### config.mk
export PLATFORM = sky130hd
export DESIGN_NAME = rr_mux_arbiter
export DESIGN_NICKNAME = d
export VERILOG_FILES = /design/src/rtl/rr_mux_arbiter.sv
export SDC_FILE = /design/constraint.sdc
export NUM_CORES = 1
export LEC_CHECK = 0
export CORE_UTILIZATION = 40
export DETAILED_ROUTE_END_ITERATION = 8
export PLACE_DENSITY = 0.66
export SYNTH_ARGS = -nofsm -noshare
export SYNTH_HDL_FRONTEND = slang
export SYNTH_SLANG_ARGS = --single-unit
### constraint.sdc
create_clock -name clk -period 5.5 [get_ports clk]
set_clock_uncertainty 0.1 [all_clocks]
set_input_delay 1.1 -clock clk [delete_from_list [all_inputs] [get_ports clk]]
set_output_delay 1.1 -clock clk [all_outputs]
set_load 0.01 [all_outputs]
### src/rtl/rr_mux_arbiter.sv
// Round-robin N:1 arbiter feeding a one-entry registered output slice.
// The winning word is captured on accept; the pointer rotates past the winner.
module rr_mux_arbiter #(
    parameter int in_bitwidth = 1,
    parameter int in_inputs   = 16,
    parameter int log2ofin    = ($clog2(in_inputs) <= 0) ? 1 : $clog2(in_inputs)
) (
    input  logic                             clk,
    input  logic                             rst_n,
    input  logic [in_inputs-1:0]             req_valid,
    input  logic [in_bitwidth*in_inputs-1:0] req_data,
    output logic [in_inputs-1:0]             req_ready,
    output logic                             out_valid,
    output logic [in_bitwidth-1:0]           out_data,
    input  logic                             out_ready,
    output logic [log2ofin-1:0]              grant_sel
);

    localparam logic [0:0] ST_IDLE = 1'b0;
    localparam logic [0:0] ST_BUSY = 1'b1;

    logic [0:0]             r_state;
    logic [log2ofin-1:0]    r_ptr;
    logic [log2ofin-1:0]    r_grant;
    logic [in_bitwidth-1:0] r_data;

    logic [log2ofin-1:0]    w_winner;
    logic [log2ofin-1:0]    w_ptr_next;
    logic                   w_found;
    logic                   w_any;
    logic                   w_accept;
    logic [in_bitwidth-1:0] w_word;

    // Search from the pointer upward, wrapping at in_inputs (not at 2**log2ofin).
    always_comb begin
        int idx;
        idx      = 0;
        w_winner = '0;
        w_found  = 1'b0;
        for (int k = 0; k < in_inputs; k++) begin
            idx = int'(r_ptr) + k;
            if (idx >= in_inputs) begin
                idx = idx - in_inputs;
            end
            if (!w_found && req_valid[idx]) begin
                w_found  = 1'b1;
                w_winner = idx[log2ofin-1:0];
            end
        end
    end

    assign w_any      = |req_valid;
    // rst_n gates accept so req_ready stays low throughout reset.
    assign w_accept   = rst_n && w_any && ((r_state == ST_IDLE) || out_ready);
    assign w_ptr_next = (int'(w_winner) == in_inputs - 1) ? '0 : w_winner + 1'b1;
    assign w_word     = req_data[int'(w_winner)*in_bitwidth +: in_bitwidth];

    always_comb begin
        req_ready = '0;
        for (int i = 0; i < in_inputs; i++) begin
            req_ready[i] = w_accept && (int'(w_winner) == i);
        end
    end

    always_ff @(posedge clk or negedge rst_n) begin
        if (!rst_n) begin
            r_state <= ST_IDLE;
            r_ptr   <= '0;
            r_grant <= '0;
            r_data  <= '0;
        end else if (w_accept) begin
            r_state <= ST_BUSY;
            r_ptr   <= w_ptr_next;
            r_grant <= w_winner;
            r_data  <= w_word;
        end else if ((r_state == ST_BUSY) && out_ready) begin
            r_state <= ST_IDLE;
        end
    end

    assign out_valid = (r_state == ST_BUSY);
    assign out_data  = r_data;
    assign grant_sel = r_grant;

endmodule

==> impl_results.md <==
* Nets@finish at around 590
* Setup violators final at 0
* Worst-path cell chain: buf_8, buf_4, mux4_2, mux2_4, mux2_4, nor3_4, nand3b_4, buf_4, o21bai_1, nand4b_1, nand2_2, buf_4, nor3_2, buf_4, and3_1, buf_2
* F_max at around 180 MHz
* Remaining antenna violation count at 0
* Final Max Tran Viols at 0
* 1st-iter DRT viols at around 360
* Average wire per standard cell at between 15 and 20 um
* Die Ht at around 90 um
* Critical Path Most Common Cell: buf_4
* Post-synth ARST share at between 90% and 100%
* Most frequent cells in the layout: 140 x buf_4, 29 x mux4_2, 26 x nor2_1, 24 x clkdlybuf4s50_1, 23 x and3_1
* Max Cap Violations at 0
* IO buf count at 56
* Fillers at approximately 660
* Worst hold slack at 0.400 ns
* DRT Pass-1 Iters at 5
* CP required at 4.30 ns
* Post-Route Utilization at between 60% and 70%
* Yosys Warn Count at 0
* Mapped Area at between 3000 and 4000 um2
* Yosys reg bits at 10
* Relative slew margins at around half
* Top Ports at between 50 and 60
* Top_reg_cell synth: dfrtp_1
* Critical Path AT at roughly 4.3 ns
* Tmin final at 5.45 ns
* Area leader, netlist: mux4_2
* EDFF count, synth at 0
* Syn avg cell area at between 8 and 9 um2
* H-Tree Level Count at 1
* TNS Setup at 0 ns
* Critical path capture point type: output pin
* Slowest CP cell: mux4_2
* Setup WS post-layout at 0.0495 ns
* First-pass GRT wire length at about 18000 um
* Cell variety after synth at 70
* Worst slew pin tran at around 0.75 ns
* CTS Sinks at 10
* GRT Util Overall at ~28%
* Vias per std cell at ~6
* Initial antenna violation count at 0
* Fin crit share at around 99%
* Worst-Skew Late Latency at 0.24 ns
* Drt total wl at ~12000 um
* Area Growth Syn to Fin at 59.5%
* Final Wtd Congestion at approximately 0.95
* HPWL after detailed placement at just over 9000 um
* Dpl ws at -0.811 ns
* N_diodes at 0
* Cells after synthesis at 356
* Crit start category: primary input
* Crit path max fanout at 5
* Sequential area share after synthesis at under 10%
* Total die area at 8280 um2
* CTS tree: yes
* Fin. Hold Viols at 0
* Post-route DRC violation count at 0
* Post-synthesis net count at 402
* Initial Util at between 40% and 50%
* Largest cells by area after synthesis: mux4_2 21%, mux2i_1 8.5%, dfrtp_1 7.9%
* Final global-route overflow total at 0
* Min-delay worst type: register to register
* Crit path kind: primary input to output pin
* Placeable Area at about 7700 um2
* Clock buffer depth at 2
* Status: completed
* Share of cells above drive strength 1 at 51.2%
* Post-synth top area share at 20.6%
* Number of global-route vias before repair at between 3000 and 4000
* CTS clk-pin slew, worst paths at 0.05 ns
* CTS root buffer: clkbuf_8
* Rows at 32
* Largest net degree at the start of global routing at 34
* Cts bufs inserted at 3
* RSZ-0062 raised after global routing: true
* Commonest non-fill, non-tap cell in the layout: buf_4
* Die Wd at just over 90 um
* Via count at 3783
* CP peak stage delay at between 0.5 and 0.6 ns
[what timing repair did]
item / CTS / global route
setup buffers: 16 / 10
setup endpoints to repair: 16 / 16
hold buffers: 0 / 0
gates cloned: 0 / 0
resized for setup: 166 / 40
pin swaps: 8 / 15
[kinds of logic after synthesis]
logic type      synth area share (%)
fa+ha+maj                       4.35
buf+inv                         5.85
simple gates                    20.7
compound gates                  19.6
flops                           7.90
mux                             37.9
xor+xnor                        3.75
[cell usage after synthesis (all sizes together) (3+ instances only)]
master and n:
nand2 22, mux2 22, mux4 29, nor4 6
buf 11, xor2 3, dfrtp 10, a32oi 3
o22ai 7, a21oi 17, ha 11, o21ai 17
xnor2 8, nor3 6, nand3 3, and3 24
o211ai 6, and2 4, and4 3, a22oi 3
clkbuf 8, a211oi 3, a31oi 6, o31ai 4
a21boi 3, nand4 4, nor2 31, inv 19
mux2i 29
[worst max-delay path, delay by kind of cell]
family	cells	cell delay (ns)
multiplexers	3	1.12
buffers and inverters	6	0.84
AND/OR/NAND/NOR	6	1.03
AO/OA/AOI/OAI	1	0.14
[routing by layer]
layer  up-vias  routed length, um  GRT usage, %
met4         0                 97          5.69
met1      1883               5320          39.1
met3        10                586          2.18
met2       114               5760          46.5
li1       1776                  -             -
met5         -                  0             0
[worst paths after layout]
kind | startpoint | endpoint | slack, ns | depth (start not counted)
setup / recovery | req_valid[11] | req_ready[4] | 0.05 | 16
hold / removal | grant_sel[0] | grant_sel[0] | 0.40 | 1
setup reg to reg | r_ptr[0] | r_ptr[1] | 1.16 | 19
hold reg to reg | grant_sel[0] | grant_sel[0] | 0.40 | 1
max in group asynchronous | rst_n | grant_sel[0] | 4.10 | 2
min in group asynchronous | rst_n | out_data | 1.04 | 2
[through the flow]
step / area, um2 / std cells
final: 5050 / 643
after global routing: 5050 / 643
after CTS: 4880 / 635
after detailed placement: 4680 / 615
after global placement: 4680 / 615
after floorplan: 3170 / 356
[final cells by class]
class | instances | area, um2 | area share (%)
multi-input cells | 306 | 2930 | 57.9
repair buffers | 200 | 1610 | 32.0
flip-flops and latches | 10 | 250 | 4.95
well taps | 102 | 128 | 2.53
inverters | 21 | 78.8 | 1.56
clock buffers | 4 | 55.1 | 1.09
[state kept, by name, indices dropped and copies added, names as in the netlist]
| signal | count |
|---|---|
| grant_sel | 4 |
| r_ptr | 4 |
| out_data | 1 |
| out_valid | 1 |
Power is left out: the tool's default activity adds up to more than one toggle a clock period on the data nets, which glitch-free logic cannot reach.
